==> src/rtl/vga_fb_arbiter_if.sv <==
// Bundle of the scan-out, writer and frame-buffer RAM signals around the
// arbiter. The slave modport is the arbiter's view. The master modport is
// the view of the surrounding system (VGA path, game logic and RAM).
interface vga_fb_arbiter_if #(
  parameter int AW         = 17,
  parameter int DW         = 8,
  parameter int FIFO_DEPTH = 4
);
  localparam int LW = $clog2(FIFO_DEPTH) + 1;

  logic          disp_req;
  logic [AW-1:0] disp_addr;
  logic [DW-1:0] disp_data;
  logic          disp_valid;
  logic          wr_req;
  logic [AW-1:0] wr_addr;
  logic [DW-1:0] wr_data;
  logic          wr_ready;
  logic [AW-1:0] mem_addr;
  logic [DW-1:0] mem_wdata;
  logic          mem_we;
  logic [DW-1:0] mem_rdata;
  logic [LW-1:0] fifo_level;
  logic          starve;

  modport slave (
    input  disp_req, disp_addr, wr_req, wr_addr, wr_data, mem_rdata,
    output disp_data, disp_valid, wr_ready, mem_addr, mem_wdata, mem_we,
           fifo_level, starve
  );

  modport master (
    output disp_req, disp_addr, wr_req, wr_addr, wr_data, mem_rdata,
    input  disp_data, disp_valid, wr_ready, mem_addr, mem_wdata, mem_we,
           fifo_level, starve
  );
endinterface

==> src/rtl/vga_fb_arbiter.sv <==
// Frame-buffer port arbiter. Scan-out reads always take the single RAM port.
// Game writes are queued in a small FIFO and drain on cycles with no display
// read. A starvation flag reports when the writer has been blocked for too long.
module vga_fb_arbiter #(
  parameter int AW         = 17,
  parameter int DW         = 8,
  parameter int FIFO_DEPTH = 4,
  parameter int RD_LAT     = 1,
  parameter int STARVE_LIM = 800
) (
  input logic                clk,
  input logic                reset,
  vga_fb_arbiter_if.slave    bus
);
  localparam int LW = $clog2(FIFO_DEPTH) + 1;
  localparam int PW = $clog2(FIFO_DEPTH);
  localparam int CW = $clog2(STARVE_LIM + 1);

  typedef enum logic [1:0] {IDLE, READ, WRITE} port_state_t;

  port_state_t state_q, state_d;

  logic [AW-1:0] fifo_addr [FIFO_DEPTH];
  logic [DW-1:0] fifo_data [FIFO_DEPTH];
  logic [PW-1:0] wr_ptr, rd_ptr;
  logic [LW-1:0] level;
  logic          fifo_empty;
  logic          wr_ready;
  logic          push, pop;

  logic [AW-1:0] mem_addr_q;
  logic [DW-1:0] mem_wdata_q;
  logic [RD_LAT:0] vpipe;
  logic [DW-1:0] disp_data_q;
  logic          disp_valid_q;
  logic [CW-1:0] starve_cnt;

  assign fifo_empty = (level == '0);
  assign wr_ready   = (level != LW'(FIFO_DEPTH));
  assign push       = bus.wr_req && wr_ready;

  // Choose the next port owner: a display read always wins, otherwise drain one FIFO entry.
  always_comb begin
    state_d = IDLE;
    pop     = 1'b0;
    if (bus.disp_req) begin
      state_d = READ;
    end else if (!fifo_empty) begin
      state_d = WRITE;
      pop     = 1'b1;
    end
  end

  // Port state and registered RAM address/data, loaded from the decision above.
  always_ff @(posedge clk or posedge reset) begin
    if (reset) begin
      state_q     <= IDLE;
      mem_addr_q  <= '0;
      mem_wdata_q <= '0;
    end else begin
      state_q <= state_d;
      case (state_d)
        READ: begin
          mem_addr_q <= bus.disp_addr;
        end
        WRITE: begin
          mem_addr_q  <= fifo_addr[rd_ptr];
          mem_wdata_q <= fifo_data[rd_ptr];
        end
        default: begin
        end
      endcase
    end
  end

  // FIFO storage needs no reset; only pointers and level define its contents.
  always_ff @(posedge clk) begin
    if (push) begin
      fifo_addr[wr_ptr] <= bus.wr_addr;
      fifo_data[wr_ptr] <= bus.wr_data;
    end
  end

  // FIFO pointers and occupancy; a simultaneous push and pop leaves the level unchanged.
  always_ff @(posedge clk or posedge reset) begin
    if (reset) begin
      wr_ptr <= '0;
      rd_ptr <= '0;
      level  <= '0;
    end else begin
      if (push) wr_ptr <= wr_ptr + PW'(1);
      if (pop)  rd_ptr <= rd_ptr + PW'(1);
      case ({push, pop})
        2'b10:   level <= level + LW'(1);
        2'b01:   level <= level - LW'(1);
        default: level <= level;
      endcase
    end
  end

  // Track outstanding reads so each request returns exactly RD_LAT+2 cycles later.
  always_ff @(posedge clk or posedge reset) begin
    if (reset) begin
      vpipe        <= '0;
      disp_valid_q <= 1'b0;
      disp_data_q  <= '0;
    end else begin
      vpipe        <= {vpipe[RD_LAT-1:0], bus.disp_req};
      disp_valid_q <= vpipe[RD_LAT];
      if (vpipe[RD_LAT]) disp_data_q <= bus.mem_rdata;
    end
  end

  // Count cycles the writer is blocked by display reads; saturates at the limit.
  always_ff @(posedge clk or posedge reset) begin
    if (reset) begin
      starve_cnt <= '0;
    end else if (pop || fifo_empty) begin
      starve_cnt <= '0;
    end else if (bus.disp_req && (starve_cnt < CW'(STARVE_LIM))) begin
      starve_cnt <= starve_cnt + CW'(1);
    end
  end

  assign bus.mem_addr   = mem_addr_q;
  assign bus.mem_wdata  = mem_wdata_q;
  assign bus.mem_we     = (state_q == WRITE);
  assign bus.disp_data  = disp_data_q;
  assign bus.disp_valid = disp_valid_q;
  assign bus.wr_ready   = wr_ready;
  assign bus.fifo_level = level;
  assign bus.starve     = (starve_cnt >= CW'(STARVE_LIM));
endmodule

==> src/flat_wrapper.sv <==
// flat-port wrapper written by rule: the top's interface ports become plain ports
module vga_fb_arbiter_flat 
#(
  parameter int AW         = 17,
  parameter int DW         = 8,
  parameter int FIFO_DEPTH = 4,
  parameter int RD_LAT     = 1,
  parameter int STARVE_LIM = 800
)
  (clk, reset, bus_disp_req, bus_disp_addr, bus_wr_req, bus_wr_addr, bus_wr_data, bus_mem_rdata, bus_disp_data, bus_disp_valid, bus_wr_ready, bus_mem_addr, bus_mem_wdata, bus_mem_we, bus_fifo_level, bus_starve);
  vga_fb_arbiter_if #(.AW(AW), .DW(DW), .FIFO_DEPTH(FIFO_DEPTH)) bus_i ();
  input logic clk;
  input logic reset;
  input wire logic [$bits(bus_i.disp_req)-1:0] bus_disp_req;
  input wire logic [$bits(bus_i.disp_addr)-1:0] bus_disp_addr;
  input wire logic [$bits(bus_i.wr_req)-1:0] bus_wr_req;
  input wire logic [$bits(bus_i.wr_addr)-1:0] bus_wr_addr;
  input wire logic [$bits(bus_i.wr_data)-1:0] bus_wr_data;
  input wire logic [$bits(bus_i.mem_rdata)-1:0] bus_mem_rdata;
  output wire logic [$bits(bus_i.disp_data)-1:0] bus_disp_data;
  output wire logic [$bits(bus_i.disp_valid)-1:0] bus_disp_valid;
  output wire logic [$bits(bus_i.wr_ready)-1:0] bus_wr_ready;
  output wire logic [$bits(bus_i.mem_addr)-1:0] bus_mem_addr;
  output wire logic [$bits(bus_i.mem_wdata)-1:0] bus_mem_wdata;
  output wire logic [$bits(bus_i.mem_we)-1:0] bus_mem_we;
  output wire logic [$bits(bus_i.fifo_level)-1:0] bus_fifo_level;
  output wire logic [$bits(bus_i.starve)-1:0] bus_starve;
  assign bus_i.disp_req = bus_disp_req;
  assign bus_i.disp_addr = bus_disp_addr;
  assign bus_i.wr_req = bus_wr_req;
  assign bus_i.wr_addr = bus_wr_addr;
  assign bus_i.wr_data = bus_wr_data;
  assign bus_i.mem_rdata = bus_mem_rdata;
  assign bus_disp_data = bus_i.disp_data;
  assign bus_disp_valid = bus_i.disp_valid;
  assign bus_wr_ready = bus_i.wr_ready;
  assign bus_mem_addr = bus_i.mem_addr;
  assign bus_mem_wdata = bus_i.mem_wdata;
  assign bus_mem_we = bus_i.mem_we;
  assign bus_fifo_level = bus_i.fifo_level;
  assign bus_starve = bus_i.starve;
  vga_fb_arbiter #(.AW(AW), .DW(DW), .FIFO_DEPTH(FIFO_DEPTH), .RD_LAT(RD_LAT), .STARVE_LIM(STARVE_LIM)) u_core (.clk(clk), .reset(reset), .bus(bus_i));
endmodule
==> config.mk <==
export PLATFORM = sky130hd
export DESIGN_NAME = vga_fb_arbiter_flat
export DESIGN_NICKNAME = d
export VERILOG_FILES = /design/src/rtl/vga_fb_arbiter_if.sv /design/src/rtl/vga_fb_arbiter.sv /design/src/flat_wrapper.sv
export SDC_FILE = /design/constraint.sdc
export NUM_CORES = 1
export LEC_CHECK = 0
export BUFFER_PORTS_ARGS = -buffer_cell sky130_fd_sc_hd__buf_4
export CORE_ASPECT_RATIO = 1.25
export CORE_UTILIZATION = 45
export CTS_CLUSTER_SIZE = 8
export DETAILED_ROUTE_END_ITERATION = 10
export PLACE_DENSITY = 0.73
export SLEW_MARGIN = 0
export SYNTH_ARGS = -nofsm -noshare
export SYNTH_HDL_FRONTEND = slang
export SYNTH_SLANG_ARGS = --single-unit
==> constraint.sdc <==
create_clock -name clk -period 3.25 [get_ports clk]
set_clock_uncertainty 0.2 [all_clocks]
set_input_delay 0.325 -clock clk [delete_from_list [all_inputs] [get_ports clk]]
set_output_delay 0.325 -clock clk [all_outputs]
set_load 0.05 [all_outputs]
## Word level (Yosys, flattened, before mapping)

Memories as Yosys holds them, arrays and structs flattened. A register that Yosys moved wholly into a read port is not among the register bits.
Cells that the tools add are included.

- Div/mod/pow operators: 0
- Bitwise logic cells: 0
- Mux-type cells: 10
- Add/sub/neg operators: 5
- Order comparisons: 2
- Reduce and logical (&&, ||, !) cells: 7
- Multiply operators: 0
- Equal/unequal tests: 6
- Shift-type cells: 0

Operators with widths:

| kind | count |
|---|---|
| 17-bit one-hot mux with 2 select lines | 1 |
| 10-bit two-way mux | 2 |
| 10-bit by 1-bit adder with 10-bit output (second input constant) | 1 |
| 10-bit >= comparator (second input constant) | 1 |
| 10-bit < comparator (second input constant) | 1 |
| 2-bit == test (second input constant) | 3 |
| 3-bit one-hot mux with 2 select lines | 1 |
| 2-bit nonzero test | 3 |
| 2-bit by 1-bit adder with 2-bit output (second input constant) | 2 |
| 2-bit by 1-bit == test with 1-bit output (second input constant) | 2 |
| 1-bit two-way mux | 4 |
| 2-bit two-way mux | 2 |
| 3-bit by 1-bit adder with 3-bit output (second input constant) | 1 |
| 3-bit zero test | 1 |
| 3-bit inequality test (second input constant) | 1 |
| 3-bit by 1-bit subtractor with 3-bit output (second input constant) | 1 |
| 1-bit logical AND | 2 |
| 1-bit logical OR | 1 |

- Memories: 2
- RAM bits: 100
- Output and inout bits: 40
- Latch bits: 0
- Register bits after elaboration: 47
- ROM bits: 0

Memory list:

| name | depth | width | read ports | clocked after Yosys merged registers in | write ports | line | text |
|---|---|---|---|---|---|---|---|
| u_core.fifo_addr | 4 | 17 | 1 | 0 | 1 | vga_fb_arbiter.sv:23 | `logic [AW-1:0] fifo_addr [FIFO_DEPTH];` |
| u_core.fifo_data | 4 | 8 | 1 | 1 | 1 | vga_fb_arbiter.sv:24 | `logic [DW-1:0] fifo_data [FIFO_DEPTH];` |

## Logic depth before layout (Yosys ltp)

- Depth in word-level cells: 5
- Mapped depth: 10
- Gate-level depth less buffers: 9

## Worst setup path after synthesis

Ideal clock, no wire load.

- Kind: register -> register
- Start: reg u_core.level[2], in the netlist u_core.bus.fifo_level[2]
- End: reg u_core.level[2], in the netlist u_core.bus.fifo_level[2]
- Period minus slack after synthesis: 2,938 ps
- Setup time: 83 ps
- Required time: 2,967 ps
- Cell stages (with the launch flop): 10
- Arrival time: 2,656 ps
- Slack: 312 ps
- Buffers on the path: 0
- Cell sequence: dfrtp_1 > or3b_1 > and2_1 > inv_1 > ha_1 > inv_1 > fa_1 > xor2_1 > nor2_1 > xor2_1

- Elaborated cells on any way between the ends: 11
- Those cells by class: add/sub (2); eq/ne (3); mux (3); reduce/logical (3)

RTL lines:

| item | line | text |
|---|---|---|
| start, declared | vga_fb_arbiter.sv:26 | `logic [LW-1:0] level;` |
| start signal, assigned | vga_fb_arbiter.sv:94 | `2'b10: level <= level + LW'(1);` |
| start signal, assigned | vga_fb_arbiter.sv:95 | `2'b01: level <= level - LW'(1);` |
| start signal, assigned | vga_fb_arbiter.sv:96 | `default: level <= level;` |
| 3-bit inequality test (*) | vga_fb_arbiter.sv:39 | `assign wr_ready = (level != LW'(FIFO_DEPTH));` |
| via bus_wr_ready | flat_wrapper.sv:22 | `output wire logic [$bits(bus_i.wr_ready)-1:0] bus_wr_ready;` |
| 1-bit logical AND (*) | vga_fb_arbiter.sv:40 | `assign push = bus.wr_req && wr_ready;` |
| 2-bit by 1-bit == test with 1-bit output or 2-bit == test (tied branches) | vga_fb_arbiter.sv:93 | `case ({push, pop})` |
| 3-bit one-hot mux with 2 select lines or 2-bit nonzero test (tied branches) | - |  |

The timed path passes the listed nets; every way through them passes the cells marked *.
A chain may end at the register's enable or synchronous reset.

## Final worst setup path

- Start: in bus_disp_req
- End: reg u_core.level[2], in the netlist u_core.bus.fifo_level[2]

- Word-level cells in the longest chain between the ends: 3
- Elaborated cells on any way between the ends: 5
- Those cells by class: eq/ne (2); mux (2); reduce/logical (1)

Ends and longest elaborated chain:

| item | line | text |
|---|---|---|
| start, declared | flat_wrapper.sv:14 | `input wire logic [$bits(bus_i.disp_req)-1:0] bus_disp_req;` |
| 1-bit two-way mux (*) | vga_fb_arbiter.sv:46 | `if (bus.disp_req) begin` |
| via u_core.pop | vga_fb_arbiter.sv:29 | `logic push, pop;` |
| 2-bit by 1-bit == test with 1-bit output or 2-bit == test (tied branches) | vga_fb_arbiter.sv:93 |  |
| 3-bit one-hot mux with 2 select lines or 2-bit nonzero test (tied branches) | - |  |

Marked as above.

==> results.md <==
- Unrepaired setup endpoints after global routing: false
- Portion of netlist area occupied by mux cells: 0.127
- Layout cells sized above 1: 0.349
- Vias: around 3.6k
- Internal power: roughly 4.6 mW
- Max FO, Critical Path: 23
- Clock Root Buffer: clkbuf_16
- Area share of fa/ha/maj cells after synthesis: 0.0179
- Mean Syn Cell Area: about 18 sq um
- Fin. Hold Viols: 0
- Seq pwr share: 0.409
- Rel. slew slack: 0.304
- Clk_lat worst skew: 0.42 ns
- DRT Pass-1 Iters: 4
- Post-synth top flop: edfxtp_1
- GRT Util Overall: 0.193
- Combinational Power Share: 0.318
- GRT overflow: 0
- Cell area after synthesis: around 0.0060 sq mm
- Endpoints failing setup: 0
- CTS buffer count: 17
- Fraction of registers with async set or reset after synthesis: 0.351
- Top cell type's share of synthesized area: 0.500
- Largest net degree at the start of global routing: 36
- Status: complete, no violations
- Fillers: 927
- Setup Crit Path Kind: in2reg
- Hold_sp: bus_wr_req
- Core Box Area: about 0.013 sq mm
- Die ar.: 0.0138 sq mm
- Final min period: about 2.8 ns
- Post-cts sizing count: 0
- Synth Warn #: 0
- Iter 0 DRT Violations: 240
- First-pass GRT wire length: approximately 20 mm
- Drt via density: around 5.2
- Post-CTS setup buffer count: 0
- Clk sinks: roughly 150
- Crit path from: bus_disp_req
- Clock Power Share: 0.273
- Place WS: about 0.56 ns
- Final Wtd Congestion: ~0.79
- Setup WS post-layout: ~0.45 ns
- Main combinational cell family by area after synthesis: multiplexers
- Initial antenna violation count: 0
- Max Slew Vio Count: 0
- Standby leakage power: between 3 and 4 nW
- Compound-Gate Fraction of Synth Area: 0.0567
- Hold slack: about 0.14 ns
- Reg-to-reg critical path startpoint: u_core.bus.fifo_level[1]
- Yosys top cell by area: edfxtp_1
- Xor/xnor cell area share of the yosys netlist: 0.00875
- Synth unique cells: 39
- H-Tree Depth: 4
- Final period util: 0.862
- Nets: around 560
- Total wire length: ~12 mm
- HPWL Detailed: between 7 and 8 mm
- Pwr per Cell Area: a little under 900 mW/mm^2
- Max-Cap Viols: 0
- Routed Antenna Nets: 0
- HP Class: in2reg
- CTS clk-pin slew, worst paths: roughly 0.060 ns
- Fmax: 357 MHz
- Mapped Cells: around 340
- CP Data Required Time: approximately 3.4 ns
- Post-Synth Simple-Gate Area: 0.0335
- Multi-input logic area: approximately 0.0015 sq mm
- FP Rows: 46
- Chip height: 131 um
- Width of the die: approximately 110 um
- Vias in the first global route: slightly below 4k
- Initial core utilization: 0.468
- Synth Register Bits: 154
- Sw frac: 0.341
- EDFF count, synth: 100
- Actual slew at the worst max-slew pin: between 1 and 1.5 ns
- Post-synthesis sequential area ratio: 0.725
- CTS max path bufs: 2
- Crit start category: input pin
- Post-synthesis net count: between 400 and 500
- Diode count: 0
- Drt drc: 0
- FF+latch area: between 0.004 and 0.005 sq mm
- Total Power: ~7.1 mW
- Worst vdd ir: about 0.00044 V
- Final core utilization: 0.624
- Port Buffers: between 90 and 100
- TritonCTS clock tree: yes
- Area contributors post-synth: edfxtp_1, dfrtp_1, mux4_2
- Final setup TNS: 0 ns
- Net Switching: between 2 and 2.5 mW
- Routed WL per cell: about 18 um
- Layout area overhead: 33.3%
- I/O pin count: 94
- Worst Setup End Kind: flip-flop
- Crit path DAT: 2.94 ns
## per-layer routing
layer / vias to the layer above / wire length, um / track usage
li1: 1618 / - / -
met2: 120 / 6630 / 0.338
met5: - / 0 / 0
met1: 1800 / 4680 / 0.218
met4: 0 / 224 / 0.0931
met3: 19 / 672 / 0.0506
## through the flow
| stage | cell area (sq um) | instances |
|---|---|---|
| after floorplan | 6010 | 343 |
| after global placement | 6910 | 597 |
| after detailed placement | 6910 | 597 |
| after CTS | 8010 | 681 |
| after global routing | 8010 | 681 |
| final | 8010 | 681 |
## critical path, cell delays in order
cell	delay, ns
dlygate4sd3_1	0.54
buf_4	0.23
or2_2	0.49
inv_2	0.25
ha_1	0.22
inv_1	0.06
fa_1	0.38
xor2_1	0.15
nor2_1	0.11
xor2_1	0.17
## state kept, by name (all words and copies together), names as in the netlist
signal and flops:
u_core.fifo_addr 68, u_core.fifo_data 32, u_core.bus.mem_addr 17, u_core.starve_cnt 10
u_core.bus.disp_data 8, u_core.bus.mem_wdata 8, u_core.bus.fifo_level 3, u_core.rd_ptr 2
u_core.state_q 2, u_core.wr_ptr 2, u_core.bus.disp_valid 1, u_core.vpipe 1
## what timing repair did
| action | in CTS | in global routing |
|---|---|---|
| endpoints found under the setup margin | 0 | 0 |
| hold buffers | 52 | 0 |
| endpoints found under the hold margin | 160 | 0 |
## Yosys cell counts (all sizes together) (3+ instances only)
| master | n |
|---|---|
| xnor2 | 3 |
| mux2 | 17 |
| a22oi | 17 |
| and3 | 4 |
| inv | 31 |
| buf | 8 |
| a21oi | 6 |
| or3 | 4 |
| nor2 | 3 |
| nand2 | 6 |
| nand3 | 4 |
| clkbuf | 6 |
| o21ai | 22 |
| xor2 | 3 |
| ha | 7 |
| edfxtp | 100 |
| mux4 | 25 |
| dfrtp | 54 |
## power by group through the flow
stage / Clock (mW) / Sequential (mW) / Combinational [mW]
2_1_floorplan: 0 / 3.37 / 1.04
3_3_place_gp: 0 / 2.90 / 2.17
3_5_place_dp: 0 / 2.93 / 2.21
5_1_grt: 2.03 / 2.95 / 2.38
6_report: 1.92 / 2.89 / 2.24
4_1_cts: 1.95 / 2.90 / 2.27
## path summary, 6_finish.rpt
path	end	slack, ns	cells after the start
worst min register to register	u_core.vpipe[1]	0.18	0
worst max-delay path	u_core.bus.fifo_level[2]	0.45	10
worst max register to register	u_core.bus.fifo_level[2]	0.53	9
worst min-delay path	u_core.wr_ptr[0]	0.14	3
max in group asynchronous	u_core.bus.mem_addr[7]	1.72	4
min in group asynchronous	u_core.bus.mem_addr[1]	0.39	3
## cells by family (layout without fill, tap and decap cells)
| logic type | count (synthesis) | after routing |
|---|---|---|
| compound gates | 52 | 52 |
| fa+ha+maj | 8 | 8 |
| buf+inv | 45 | 215 |
| mux | 43 | 43 |
| simple gates | 35 | 35 |
| flops | 154 | 154 |
| xor+xnor | 6 | 6 |
## cells in the final DEF (no fill, tap or decap), types with 4 or more instances in the layout
cell / n
buf_4: 100
dlygate4sd3_1: 52
clkbuf_16: 18
nand2_1: 6
clkinv_2: 5
a22oi_1: 17
dfrtp_1: 53
a21oi_1: 6
ha_1: 7
edfxtp_1: 100
mux4_2: 25
inv_1: 28
mux2_2: 17
nand3_1: 4
and3_1: 4
or3_1: 4
o21ai_0: 22
## layout make-up
type                       count  area share
sequential                   154       0.544
clock buffer                  20      0.0572
inverter                      31      0.0145
multi-input combinational    144       0.184
tap                          168      0.0263
clock inverter                12      0.0150
timing repair buffer         152       0.159
No activity file was read; power rests on OpenSTA's default activity.
